## src/rtl/uart_pkg.sv

```systemverilog
// Shared UART definitions: state encodings, default bit period, frame width.
// Imported by both the receive and transmit paths.
package uart_pkg;

    localparam int UART_CYCLES = 10416;  // 100 MHz / 9600 baud
    localparam int DATA_BITS   = 8;

    typedef enum logic [2:0] {
        S_IDLE      = 3'd0,
        S_START     = 3'd1,
        S_DATA      = 3'd2,
        S_PARITY    = 3'd3,
        S_STOP      = 3'd4,
        S_WAIT_HIGH = 3'd5
    } uart_state_t;

endpackage

```

## src/rtl/uart_rx_if.sv

```systemverilog
// Receiver-side UART bundle: serial line in, byte and status strobes out.
// master = the receiver, slave = the byte consumer / line driver.
interface uart_rx_if;
    import uart_pkg::*;

    logic                 in;
    logic [DATA_BITS-1:0] data;
    logic                 valid;
    logic                 frame_err;
    logic                 parity_err;
    logic                 busy;

    modport master (input in, output data, valid, frame_err, parity_err, busy);
    modport slave  (output in, input data, valid, frame_err, parity_err, busy);

endinterface

```

## src/rtl/uart_sync.sv

```systemverilog
// Two-flop synchroniser for an asynchronous, idle-high input.
// Resets to 1 so a reset never looks like a falling edge downstream.
module uart_sync (
    input  logic clk,
    input  logic rst,
    input  logic d,
    output logic q
);
    logic meta;

    // Double-register the asynchronous input.
    always_ff @(posedge clk or posedge rst) begin
        if (rst) begin
            meta <= 1'b1;
            q    <= 1'b1;
        end else begin
            meta <= d;
            q    <= meta;
        end
    end

endmodule

```

## src/rtl/uart_rx.sv

```systemverilog
// UART receiver, 8N1 by default, sampling each bit at mid-bit.
// Define UART_RX_PARITY_EN for 8E1 frames with a parity_err strobe.
module uart_rx
    import uart_pkg::*;
#(
    parameter int CYCLES = UART_CYCLES
) (
    input  logic       clk,
    input  logic       rst,
    uart_rx_if.master  bus
);
    localparam int CW = (CYCLES > 2) ? $clog2(CYCLES) : 1;
    localparam logic [CW-1:0] CNT_BIT  = CW'(CYCLES - 1);
    localparam logic [CW-1:0] CNT_HALF = CW'(CYCLES / 2 - 1);
    localparam logic [2:0]    LAST_BIT = 3'(DATA_BITS - 1);

    uart_state_t          state, state_n;
    logic [CW-1:0]        cnt, cnt_n;
    logic [2:0]           bit_idx, bit_n;
    logic [DATA_BITS-1:0] shift, shift_n;
    logic [DATA_BITS-1:0] data_q, data_n;
    logic                 valid_q, valid_n;
    logic                 ferr_q, ferr_n;
    logic                 rx_s;
`ifdef UART_RX_PARITY_EN
    logic                 perr_q, perr_n;
    logic                 par_bad, par_bad_n;
`endif

    uart_sync u_sync (.clk(clk), .rst(rst), .d(bus.in), .q(rx_s));

    // State and datapath registers; reset abandons any frame in flight.
    always_ff @(posedge clk or posedge rst) begin
        if (rst) begin
            state   <= S_IDLE;
            cnt     <= '0;
            bit_idx <= '0;
            shift   <= '0;
            data_q  <= '0;
            valid_q <= 1'b0;
            ferr_q  <= 1'b0;
`ifdef UART_RX_PARITY_EN
            perr_q  <= 1'b0;
            par_bad <= 1'b0;
`endif
        end else begin
            state   <= state_n;
            cnt     <= cnt_n;
            bit_idx <= bit_n;
            shift   <= shift_n;
            data_q  <= data_n;
            valid_q <= valid_n;
            ferr_q  <= ferr_n;
`ifdef UART_RX_PARITY_EN
            perr_q  <= perr_n;
            par_bad <= par_bad_n;
`endif
        end
    end

    // Next-state, counters and strobes; counters clear on every state change.
    always_comb begin
        state_n = state;
        cnt_n   = cnt;
        bit_n   = bit_idx;
        shift_n = shift;
        data_n  = data_q;
        valid_n = 1'b0;
        ferr_n  = 1'b0;
`ifdef UART_RX_PARITY_EN
        perr_n    = 1'b0;
        par_bad_n = par_bad;
`endif
        case (state)
            S_IDLE: begin
                if (!rx_s) begin
                    state_n = S_START;
                    cnt_n   = '0;
                    bit_n   = '0;
                end
            end
            S_START: begin
                if (cnt == CNT_HALF) begin
                    // Still low at mid-start: real start bit, else a glitch.
                    state_n = rx_s ? S_IDLE : S_DATA;
                    cnt_n   = '0;
                    bit_n   = '0;
                end else begin
                    cnt_n = cnt + 1'b1;
                end
            end
            S_DATA: begin
                if (cnt == CNT_BIT) begin
                    shift_n[bit_idx] = rx_s;
                    cnt_n            = '0;
                    if (bit_idx == LAST_BIT) begin
`ifdef UART_RX_PARITY_EN
                        state_n = S_PARITY;
`else
                        state_n = S_STOP;
`endif
                        bit_n = '0;
                    end else begin
                        bit_n = bit_idx + 1'b1;
                    end
                end else begin
                    cnt_n = cnt + 1'b1;
                end
            end
`ifdef UART_RX_PARITY_EN
            S_PARITY: begin
                if (cnt == CNT_BIT) begin
                    // Even parity: the XOR of data and parity bit must be 0.
                    par_bad_n = rx_s ^ (^shift);
                    state_n   = S_STOP;
                    cnt_n     = '0;
                end else begin
                    cnt_n = cnt + 1'b1;
                end
            end
`endif
            S_STOP: begin
                if (cnt == CNT_BIT) begin
                    cnt_n = '0;
                    if (rx_s) begin
                        state_n = S_IDLE;
`ifdef UART_RX_PARITY_EN
                        if (par_bad) begin
                            perr_n = 1'b1;
                        end else begin
                            data_n  = shift;
                            valid_n = 1'b1;
                        end
`else
                        data_n  = shift;
                        valid_n = 1'b1;
`endif
                    end else begin
                        // Bad stop bit wins over parity; wait out any break.
                        ferr_n  = 1'b1;
                        state_n = S_WAIT_HIGH;
                    end
                end else begin
                    cnt_n = cnt + 1'b1;
                end
            end
            S_WAIT_HIGH: begin
                if (rx_s) begin
                    state_n = S_IDLE;
                    cnt_n   = '0;
                end
            end
            default: begin
                state_n = S_IDLE;
                cnt_n   = '0;
                bit_n   = '0;
            end
        endcase
    end

    assign bus.data      = data_q;
    assign bus.valid     = valid_q;
    assign bus.frame_err = ferr_q;
    assign bus.busy      = (state != S_IDLE);
`ifdef UART_RX_PARITY_EN
    assign bus.parity_err = perr_q;
`else
    assign bus.parity_err = 1'b0;
`endif

endmodule
```

## src/flat_wrapper.sv

```systemverilog
// flat-port wrapper written by rule: the top's interface ports become plain ports
module uart_rx_flat import uart_pkg::*;
#(
    parameter int CYCLES = UART_CYCLES
)
  (clk, rst, bus_in, bus_data, bus_valid, bus_frame_err, bus_parity_err, bus_busy);
  uart_rx_if bus_i ();
  input  logic clk;
  input  logic rst;
  input wire logic [$bits(bus_i.in)-1:0] bus_in;
  output wire logic [$bits(bus_i.data)-1:0] bus_data;
  output wire logic [$bits(bus_i.valid)-1:0] bus_valid;
  output wire logic [$bits(bus_i.frame_err)-1:0] bus_frame_err;
  output wire logic [$bits(bus_i.parity_err)-1:0] bus_parity_err;
  output wire logic [$bits(bus_i.busy)-1:0] bus_busy;
  assign bus_i.in = bus_in;
  assign bus_data = bus_i.data;
  assign bus_valid = bus_i.valid;
  assign bus_frame_err = bus_i.frame_err;
  assign bus_parity_err = bus_i.parity_err;
  assign bus_busy = bus_i.busy;
  uart_rx #(.CYCLES(CYCLES)) u_core (.clk(clk), .rst(rst), .bus(bus_i));
endmodule
```

## config.mk

```make
export PLATFORM = sky130hd
export DESIGN_NAME = uart_rx_flat
export DESIGN_NICKNAME = d
export VERILOG_FILES = /design/src/rtl/uart_pkg.sv /design/src/rtl/uart_rx_if.sv /design/src/rtl/uart_sync.sv /design/src/rtl/uart_rx.sv /design/src/flat_wrapper.sv
export SDC_FILE = /design/constraint.sdc
export NUM_CORES = 1
export LEC_CHECK = 0
export BUFFER_PORTS_ARGS = -buffer_cell sky130_fd_sc_hd__buf_4
export CAP_MARGIN = 15
export CORE_MARGIN = 10
export CORE_UTILIZATION = 53
export CTS_CLUSTER_DIAMETER = 40
export DETAILED_ROUTE_END_ITERATION = 16
export HOLD_SLACK_MARGIN = 0.06
export PLACE_DENSITY = 0.72
export SLEW_MARGIN = 5
export SYNTH_ARGS = -nofsm -noshare
export SYNTH_HDL_FRONTEND = slang
export SYNTH_SLANG_ARGS = --single-unit
```

## constraint.sdc

```tcl
create_clock -name clk -period 2.58 [get_ports clk]
set_input_delay 0.129 -clock clk [delete_from_list [all_inputs] [get_ports clk]]
set_output_delay 0.129 -clock clk [all_outputs]
set_load 0.005 [all_outputs]
```

==> impl_metrics.yaml, run 1 <==
critical_path:
  cp_data_arrival_time_ps: 2550
  cp-start-kind: "flop"
  crit_type: "flop to flop"
  cp_data_required_time_ps: 2750
  critPathCaptureType: "flop"
  crit_fanout: 5
timing:
  tns_ps: 0
  finalCriticalPeriod_ps: 2374
  hold_viol_final: 0
  rsz0062_at_grt: "no"
  worst_slew_pin_slew_ps: 899.5
  skew_ps: 6.941
  setup_violations: 0
  timing.final.crit_share_pct: 92.02
  fmaxAchievable_mhz: 421.2
  relSlewSlack_pct: 39.97
  whs_ps: 27.04
  drv_slew: 0
floorplan:
  dieHeight_um: 81.75
  core_mm2: 0.003661
  die_x_um: 81.75
  placementRows: 22
  initial_core_util_pct: 55.19
  dieArea_mm2: 0.006682
  io_pins: 15
clock_network:
  cts_buffer_depth: 2
  postCtsHoldBufs: 1
  clk_pin_slew_ps: 80
  cts.sinks: 40
  cts_tree: "yes"
  cts_max_level: 2
  cts_buffers: 5
  cts_setup_buffers: 0
  cts_resized: 0
  cts-root-buf: "clkbuf_8"
  worstSkewPairLatency_ps: 290
synth:
  yosys.area.top_type_share_pct: 47.06
  synth-edff-count: 0
  yosysSeqAreaShare_pct: 49.66
  ys_seq_elements: 40
  synth_top_flop_cell: "dfrtp_1"
  synth_warnings: 0
  synth.avg_cell_area_um2: 10.86
  syn_nets: 192
  synth_top_cell_by_area: "dfrtp_1"
  synth.area.top_cells: "dfrtp_1 47%, mux2_2 8.9%, dfstp_2 2.6%, nand2_1 2.6%, nand3_1 2.5%"
  synthCells: 186
  syn_area_mm2: 0.002021
  async_flop_share_pct: 100.0
  synth_cell_types: 43
job:
  maxCapViolations: 0
global_routing:
  antenna_found_initial: 0
  grt_pass1_vias: 1528
  grt_overflow_total: 0
  grt_usage_pct: 12.99
  grt_max_degree: 26
  grt_first_pass_wirelength_um: 6865
pwr:
  p_sw_mw: 0.2321
  p_seq_share_pct: 60.0
  ir_worst_vdd_mv: 0.3571
  pwr-share-clk_pct: 38.2
  power_switching_share_pct: 22.00
  intPower_mw: 0.8231
  p_leak_nw: 1.118
  power_frac_comb_pct: 1.8
  power.density_mw_per_mm2: 460.6
place:
  placed_cells: 245
  place.gp.congestion: 0.8846
  io_buffers: 13
  hpwl_um: 2881
finish:
  final_nets: 211
  diodes: 0
  fillers: 303
  area_delta_synth_final_pct: 13.37
  post-route-util_pct: 62.58
  drive_gt1_share_pct: 27.67
  final_cells: 254
worst_hold_path:
  hold_class: "primary input to asynchronous set/reset pin"
detailed_routing:
  antenna_left: 0
  vias_per_cell: 5.965
  drt_pass1_iterations: 4
  post_drt_wl_per_cell_um: 15.69
  drc: 0
  num_vias: 1515
  routed_wl_um: 3984
  first_iter_violations: 114
run_status:
  status: "finished, final reports clean"
==> cells in the final DEF, fill, tap and decap left out, drive strengths merged, types with 2 or more instances in the layout <==
| master | n |
|---|---|
| a21o | 2 |
| a21oi | 8 |
| a22o | 4 |
| a31oi | 7 |
| a32o | 2 |
| and2 | 2 |
| and3 | 3 |
| buf | 22 |
| clkbuf | 5 |
| clkinv | 3 |
| dfrtp | 38 |
| dfstp | 2 |
| ha | 3 |
| inv | 5 |
| mux2 | 18 |
| nand2 | 14 |
| nand3 | 10 |
| nand3b | 6 |
| nand4 | 3 |
| nor2 | 10 |
| nor3 | 2 |
| nor3b | 5 |
| nor4 | 2 |
| o21ai | 7 |
| or3 | 4 |
| or3b | 2 |
| or4bb | 2 |
==> worst max-delay path, cell delays in order (launching register included) <==
cell and delay, ps:
dfrtp_1 430, or4b_2 690, nor4_4 300, o22ai_2 110
or3_4 420, mux2_4 310
==> power groups by stage <==
stage | logic (mW) | clock network, mW | registers [mW]
floorplan | 0.0127 | 0 | 0.643
global placement | 0.0178 | 0 | 0.645
detailed placement | 0.0185 | 0 | 0.645
CTS | 0.0197 | 0.417 | 0.633
global route | 0.0215 | 0.440 | 0.633
finish | 0.0185 | 0.404 | 0.633
==> routing by layer <==
metal  global-route usage (%)  vias to the layer above  wire length, um
li1                         -                      719                -
met1                    13.98                      759             1540
met2                    23.59                       28             2204
met3                    3.057                        9              161
met4                    5.782                        0               77
met5                        0                        -                0
==> final cells by class <==
type                            count  area, um2  share of cell area, %
Sequential cell                    40       1003                  43.80
Multi-Input combinational cell    130      945.9                  41.29
Timing Repair Buffer               23      175.2                  7.646
Clock buffer                        5      68.82                  3.004
Tap cell                           48      60.06                  2.622
Clock inverter                      3      18.77                 0.8192
Inverter                            5      18.77                 0.8192
==> state kept, by name (all words and copies together) (netlist names) <==
| name | cells |
|---|---|
| u_core.cnt | 14 |
| u_core.bus.data | 8 |
| u_core.shift | 8 |
| u_core.bit_idx | 3 |
| u_core.state | 3 |
| u_core.bus.frame_err | 1 |
| u_core.bus.valid | 1 |
| u_core.u_sync.meta | 1 |
| u_core.u_sync.q | 1 |
==> per-stage QoR <==
| stage | setup slack, ps | area [um2] | power, mW |
|---|---|---|---|
| 2_1_floorplan | 171.3 | 2021 | 0.6554 |
| 3_3_place_gp | 260.7 | 2193 | 0.6627 |
| 3_5_place_dp | 217.0 | 2193 | 0.6639 |
| 4_1_cts | 204.8 | 2291 | 1.070 |
| 5_1_grt | 117.0 | 2291 | 1.095 |
| 6_report | 206.0 | 2291 | 1.055 |
==> final timing paths <==
kind | startpoint | to | slack [ps] | cells after the start
min | rst | u_core.cnt[5]$_DFFE_PP0P_ | 30 | 2
min reg2reg | u_core.u_sync.meta$_DFF_PP1_ | u_core.u_sync.q$_DFF_PP1_ | 370 | 0
max in group asynchronous | rst | u_core.u_sync.q$_DFF_PP1_ | 1800 | 3
min in group clk | u_core.u_sync.meta$_DFF_PP1_ | u_core.u_sync.q$_DFF_PP1_ | 370 | 0
max reg2reg | u_core.cnt[8]$_DFFE_PP0P_ | u_core.state[0]$_DFFE_PP0P_ | 210 | 5
max | u_core.cnt[8]$_DFFE_PP0P_ | u_core.state[0]$_DFFE_PP0P_ | 210 | 5
==> synth_stat cells, drive strengths merged, types with 2 or more instances <==
master and instances:
a21o 2, a21oi 8, a22o 4, a31oi 7, a32o 2, and2 2, and3 3, buf 5
clkbuf 6, dfrtp 38, dfstp 2, ha 3, inv 5, mux2 18, nand2 14, nand3 10
nand3b 6, nand4 3, nor2 10, nor3 2, nor3b 5, nor4 2, o21ai 7, or3 4
or3b 2, or4bb 2
==> logic make-up after synthesis <==
| logic type | after synthesis | synth area share [%] |
|---|---|---|
| AND/OR/NAND/NOR | 70 | 21.49 |
| flip-flops | 40 | 49.66 |
| AO/OA/AOI/OAI | 35 | 11.52 |
| multiplexers | 19 | 10.90 |
| buffers and inverters | 16 | 3.529 |
| adder cells (fa/ha/maj) | 3 | 1.858 |
| XOR/XNOR | 2 | 0.8670 |
| other | 1 | 0.1856 |
No activity file was read; power rests on OpenSTA's default activity.
==> inputs of run 2 (changes only) <==
--- a/config.mk
+++ b/config.mk
@@ -16,4 +16,5 @@
 export SLEW_MARGIN = 5
 export SYNTH_ARGS = -nofsm -noshare
 export SYNTH_HDL_FRONTEND = slang
+export SYNTH_HIERARCHICAL = 1
 export SYNTH_SLANG_ARGS = --single-unit
==> constraint.sdc (replaced) <==
create_clock -name clk -period 2.58 [get_ports clk]
set_input_delay 0.129 -clock clk [delete_from_list [all_inputs] [get_ports clk]]
set_output_delay 0.129 -clock clk [all_outputs]
set_load 0.05 [all_outputs]
==> run 2 against run 1 <==
Net effect: hold slack improved by 330 ps; utilization shrank 1.1 points; count of clock-buffer cells in the layout did not move; non-clock buffer count fell by 6; register-to-register slack better by 240 ps; combinational power up 22%; sequential share of layout area rose by 0.43 points; power grew 1.0%; critical endpoint is now u_core/shift[2]$_DFFE_PP0P_.
==> impl_metrics.yaml, run 2 <==
synth:
  syn_area_mm2: 0.002046
  ys_seq_elements: 40
  synth.avg_cell_area_um2: 10.82
  synth_warnings: 6
  yosys.area.top_type_share_pct: 46.48
  synth_cell_types: 45
  yosys-top-cells-count: "38 x dfrtp_1, 15 x mux2_2, 13 x nand2_1"
  synth.area.top_cells: "dfrtp_1 46%, mux2_2 8.3%, o21ai_0 2.7%, dfstp_2 2.6%, nand2_1 2.4%"
  synth_top_flop_cell: "dfrtp_1"
  synthCells: 189
  synth-edff-count: 0
  synth_top_cell_by_area: "dfrtp_1"
  syn_nets: 195
  synth_most_common_cell: "dfrtp_1"
  yosysSeqAreaShare_pct: 49.05
  async_flop_share_pct: 100.0
finish:
  finalInstanceArea_mm2: 0.002268
  final_common_cell: "dfrtp_1"
  area_delta_synth_final_pct: 10.89
  drive_gt1_share_pct: 25.00
  layout_common_cells: "38 x dfrtp_1, 15 x buf_4, 15 x mux2_2"
  largest_reg_flops: 14
  diodes: 0
  final_nets: 209
  largest-register: "u_core/cnt"
critical_path:
  cp_num_buf_inv: 0
  crit_type: "flop to flop"
  cp_data_arrival_time_ps: 2320
  r2r_start: "u_core/cnt[0]$_DFFE_PP0P_"
  cp_data_required_time_ps: 2760
  cpPeakStageDelay_ps: 430
  reg2reg_to: "u_core/shift[2]$_DFFE_PP0P_"
  cp-start-kind: "flop"
  r2r.worst_path.cells: 6
  crit_fanout: 5
  critPathCaptureType: "flop"
  crit_chain: "ha_1, and4_1, nand4_2, or3_4, nor3b_2, mux2_1"
  crit_family: "simple AND/OR/NAND/NOR gates"
  rrSetupSlack_ps: 450
  crit_slowest_cell: "or3_4"
place:
  dpl-instance-area_mm2: 0.002161
  place.gp.congestion: 0.8626
  hpwl_um: 2819
  io_buffers: 13
timing:
  finalCriticalPeriod_ps: 2132
  timing.final.crit_share_pct: 82.63
  worst_slew_pin_slew_ps: 764.7
  setup_violations: 0
  relSlewSlack_pct: 48.97
  drv_slew: 0
  fmaxAchievable_mhz: 469.1
  skew_ps: 10.28
  rsz0062_at_grt: "no"
  tns_ps: 0
  hold_viol_final: 0
worst_hold_path:
  whs_endpoint: "u_core/u_sync/q$_DFF_PP1_"
  hold_path_depth: 0
  hold_class: "flop to flop"
  hold_start: "u_core/u_sync/meta$_DFF_PP1_"
clock_network:
  cts_max_level: 2
  cts_setup_buffers: 0
  postCtsHoldBufs: 2
  worstSkewPairLatency_ps: 300
  cts_buffers: 5
  cts_tree: "yes"
  cts_buffer_depth: 2
  clk_pin_slew_ps: 70
  cts-root-buf: "clkbuf_8"
  cts.sinks: 40
  cts_resized: 0
pwr:
  power.density_mw_per_mm2: 470.0
  p_leak_nw: 1.093
  total_power_mw: 1.066
  ir_worst_vdd_mv: 0.2810
run_status:
  status: "finished, final reports clean"
detailed_routing:
  routed_wl_um: 4026
  vias_per_cell: 5.988
  first_iter_violations: 104
  post_drt_wl_per_cell_um: 15.98
  antenna_left: 0
  drt_pass1_iterations: 4
  drc: 0
  num_vias: 1509
floorplan:
  core_mm2: 0.003689
  initial_core_util_pct: 55.46
  dieHeight_um: 82.13
  dieArea_mm2: 0.006745
  die_x_um: 82.13
  placementRows: 22
  io_pins: 15
global_routing:
  grt_max_degree: 21
  grt_pass1_vias: 1528
  grt_first_pass_wirelength_um: 6893
  grt_overflow_total: 0
  grt_usage_pct: 13.21
  antenna_found_initial: 0
job:
  maxCapViolations: 0
run 2: per-layer routing:
metal	share of wire [%]	track usage, %	up-vias
li1	-	-	718
met1	42	15.18	751
met2	51	21.79	32
met3	4.8	3.132	8
met4	2.2	8.333	0
met5	0	0	-
run 2: layout make-up:
class                      instances  area (um2)
fill                             309        1420
sequential                        40        1003
multi-input combinational        132       958.4
timing repair buffer              17       132.6
clock buffer                       5       68.82
tap                               48       60.06
inverter                           7       26.28
clock inverter                     3       18.77
run 2: stage by stage:
stage | hold slack [ps] | cells | utilization [%] | worst slack [ps]
floorplan | 40.50 | 189 | - | 582.7
global placement | 165.9 | 242 | 58.58 | 506.6
detailed placement | 177.2 | 242 | 58.58 | 441.8
CTS | 363.7 | 252 | 61.50 | 439.5
global route | 365.8 | 252 | 61.50 | 305.5
finish | 359.5 | 252 | 61.50 | 448.1
run 2: how the worst max path moves through the flow:
stage                                  endpoint                       from  cells after the start  slack [ps]
finish              u_core/shift[2]$_DFFE_PP0P_  u_core/cnt[0]$_DFFE_PP0P_                      6         450
global route          u_core/cnt[4]$_DFFE_PP0P_  u_core/cnt[0]$_DFFE_PP0P_                      6         310
CTS                 u_core/shift[4]$_DFFE_PP0P_  u_core/cnt[0]$_DFFE_PP0P_                      6         440
detailed placement  u_core/shift[4]$_DFFE_PP0P_  u_core/cnt[0]$_DFFE_PP0P_                      6         440
global placement    u_core/shift[2]$_DFFE_PP0P_  u_core/cnt[0]$_DFFE_PP0P_                      6         510
floorplan           u_core/shift[2]$_DFFE_PP0P_  u_core/cnt[0]$_DFFE_PP0P_                      6         580
run 2: cells by family after synthesis:
| group | Yosys count | synth area share, % |
|---|---|---|
| muxes | 17 | 9.358 |
| xor gates and xnor gates | 2 | 0.8564 |
| DFF | 40 | 49.05 |
| AOI/OAI and AO/OA | 42 | 14.01 |
| buffers and inverters | 17 | 4.098 |
| adders and majority gates | 3 | 1.835 |
| and+or+nand+nor | 67 | 20.61 |
| other | 1 | 0.1833 |
run 2: worst register-to-register path, cell delays in order, from the launching register on:
cell     delay (ps)
dfrtp_1         400
ha_1            220
and4_1          280
nand4_2         160
or3_4           430
nor3b_2         200
mux2_1          330
run 2: power by group:
part,internal [mW],total [mW],switching (mW)
Clock,0.188,0.410,0.222
Combinational,0.00589,0.0225,0.0166
Sequential,0.629,0.633,0.00385
Total,0.824,1.07,0.243
==> inputs of run 3 (changes only) <==
--- a/config.mk
+++ b/config.mk
@@ -8,11 +8,11 @@
 export BUFFER_PORTS_ARGS = -buffer_cell sky130_fd_sc_hd__buf_4
 export CAP_MARGIN = 15
 export CORE_MARGIN = 10
-export CORE_UTILIZATION = 53
+export CORE_UTILIZATION = 59
 export CTS_CLUSTER_DIAMETER = 40
 export DETAILED_ROUTE_END_ITERATION = 16
 export HOLD_SLACK_MARGIN = 0.06
-export PLACE_DENSITY = 0.72
+export PLACE_DENSITY = 0.76
 export SLEW_MARGIN = 5
 export SYNTH_ARGS = -nofsm -noshare
 export SYNTH_HDL_FRONTEND = slang
==> constraint.sdc (replaced) <==
create_clock -name clk -period 2.2 [get_ports clk]
set_input_delay 0.11 -clock clk [delete_from_list [all_inputs] [get_ports clk]]
set_output_delay 0.11 -clock clk [all_outputs]
set_load 0.05 [all_outputs]
==> run 3 against run 2 <==
Net effect: utilization is 7.5 points higher; count of clock-buffer cells in the layout is 2 higher; setup slack worse by 350 ps; hold slack worse by 14 ps; flip-flop and latch count stayed put; via count is 2.3% lower; non-clock buffer count stayed put; clock skew is 4.5 ps lower; power is 22% higher; maximum frequency is 1.3% higher; global-route usage is 0.43 points higher; highest routed layer unchanged.
==> impl_metrics.yaml, run 3 (synthesis gave the netlist of run 2 again) <==
run_status:
  status: "finished, final reports clean"
critical_path:
  cpPeakStageDelay_ps: 450
  crit_type: "flop to flop"
  critPathCaptureType: "flop"
  r2r.worst_path.cells: 6
  cp-start-kind: "flop"
  cp.depth: 6
  cp_data_arrival_time_ps: 2350
  cp_num_buf_inv: 0
  cp_data_required_time_ps: 2440
  crit_chain: "ha_4, and4_2, nand4_2, or3_4, nor3b_2, mux2_1"
  rrSetupSlack_ps: 90
  crit_fanout: 5
  crit_slowest_cell: "dfrtp_1"
  crit_family: "simple AND/OR/NAND/NOR gates"
detailed_routing:
  first_iter_violations: 93
  num_vias: 1474
  post_drt_wl_per_cell_um: 15.06
  routed_wl_um: 3764
  drc: 0
  drt_pass1_iterations: 4
  antenna_left: 0
  vias_per_cell: 5.896
floorplan:
  dieArea_mm2: 0.006223
  die_x_um: 78.89
  placementRows: 21
  dieHeight_um: 78.89
  core_mm2: 0.003337
  initial_core_util_pct: 61.30
  io_pins: 15
timing:
  skew_ps: 5.745
  timing.final.crit_share_pct: 95.69
  drv_slew: 0
  tns_ps: 0
  rsz0062_at_grt: "no"
  worst_slew_pin_slew_ps: 622.3
  relSlewSlack_pct: 58.52
  hold_viol_final: 0
  fmaxAchievable_mhz: 475.0
  finalCriticalPeriod_ps: 2105
  setup_slack_ps: 94.83
  setup_violations: 0
clock_network:
  cts_buffers: 5
  cts.sinks: 40
  cts_tree: "yes"
  cts_setup_buffers: 0
  clk_pin_slew_ps: 110
  cts_max_level: 2
  cts_buffer_depth: 2
  cts-root-buf: "clkbuf_4"
  worstSkewPairLatency_ps: 350
finish:
  largest_reg_flops: 14
  final_nets: 209
  layout_common_cells: "37 x dfrtp_1, 15 x buf_4, 15 x mux2_2"
  area_delta_synth_final_pct: 12.48
  final_common_cell: "dfrtp_1"
  final_cells: 250
  diodes: 0
  drive_gt1_share_pct: 26.96
  largest-register: "u_core/cnt"
worst_hold_path:
  hold_class: "primary input to asynchronous set/reset pin"
place:
  place.gp.congestion: 0.8656
  dp_slack_ps: 80.86
  hpwl_um: 2696
  io_buffers: 13
  placed_cells: 240
pwr:
  power.density_mw_per_mm2: 565.1
  p_leak_nw: 1.093
  ir_worst_vdd_mv: 0.3406
global_routing:
  grt_pass1_vias: 1521
  grt_max_degree: 39
  grt_overflow_total: 0
  grt_first_pass_wirelength_um: 6872
  grt_usage_pct: 13.64
  antenna_found_initial: 0
job:
  maxCapViolations: 0
[run 3: changes by cell type in the layout (fill, tap and decap cells not counted), moves of 2 or more]
cell and delta:
clkbuf_8 -3, and4_1 -2, and4_2 +2, clkinv_2 -2, clkbuf_4 +5
[run 3: through the flow]
step                area, um2  util [%]  power, mW  hold WS, ps
floorplan                2046         -     0.7731        21.50
global placement         2158     64.68     0.7803        146.8
detailed placement       2158     64.68     0.7813        164.8
CTS                      2273     68.13      1.326        326.0
global route             2301     68.95      1.361        342.9
finish                   2301     68.95      1.300        345.6
[run 3: power breakdown]
group          leakage [nW]  total, mW  internal [mW]  switching (mW)
sequential            0.535      0.743          0.738         0.00429
clock                0.0515      0.532          0.302           0.230
combinational         0.506     0.0259        0.00696          0.0189
total                  1.09       1.30           1.05           0.253
[run 3: what timing repair did]
item	4_1_cts	5_1_grt
resized for setup	0	6
endpoints found under the setup margin	0	20
hold buffers	2	0
hold endpoints to repair	41	0
[run 3: worst paths after layout]
path | from | end
setup / recovery | u_core/cnt[1]$_DFFE_PP0P_ | u_core/shift[2]$_DFFE_PP0P_
hold / removal | rst | u_core/u_sync/q$_DFF_PP1_
setup reg to reg | u_core/cnt[1]$_DFFE_PP0P_ | u_core/shift[2]$_DFFE_PP0P_
hold reg to reg | u_core/u_sync/meta$_DFF_PP1_ | u_core/u_sync/q$_DFF_PP1_
max in group asynchronous | rst | u_core/cnt[0]$_DFFE_PP0P_
min in group clk | u_core/u_sync/meta$_DFF_PP1_ | u_core/u_sync/q$_DFF_PP1_
[run 3: layout make-up]
type                    instances  area [um2]
fillers                       245        1036
flip-flops and latches         40        1005
multi-input cells             132       984.7
repair buffers                 17       132.6
clock buffers                   7       65.06
well taps                      46       57.56
clock inverters                 1       30.03
inverters                       7       26.28
[run 3: layer usage]
metal,track usage [%],part of all wire (%),vias up
met5,0,0,-
met4,7.348,1.1,0
met3,5.180,4.9,4
met2,23.85,52,29
met1,13.82,42,721
li1,-,-,720
[run 3: worst min-delay path: stages]
cell	delay (ps)
dlygate4sd3_1	530
buf_4	140
inv_1	80
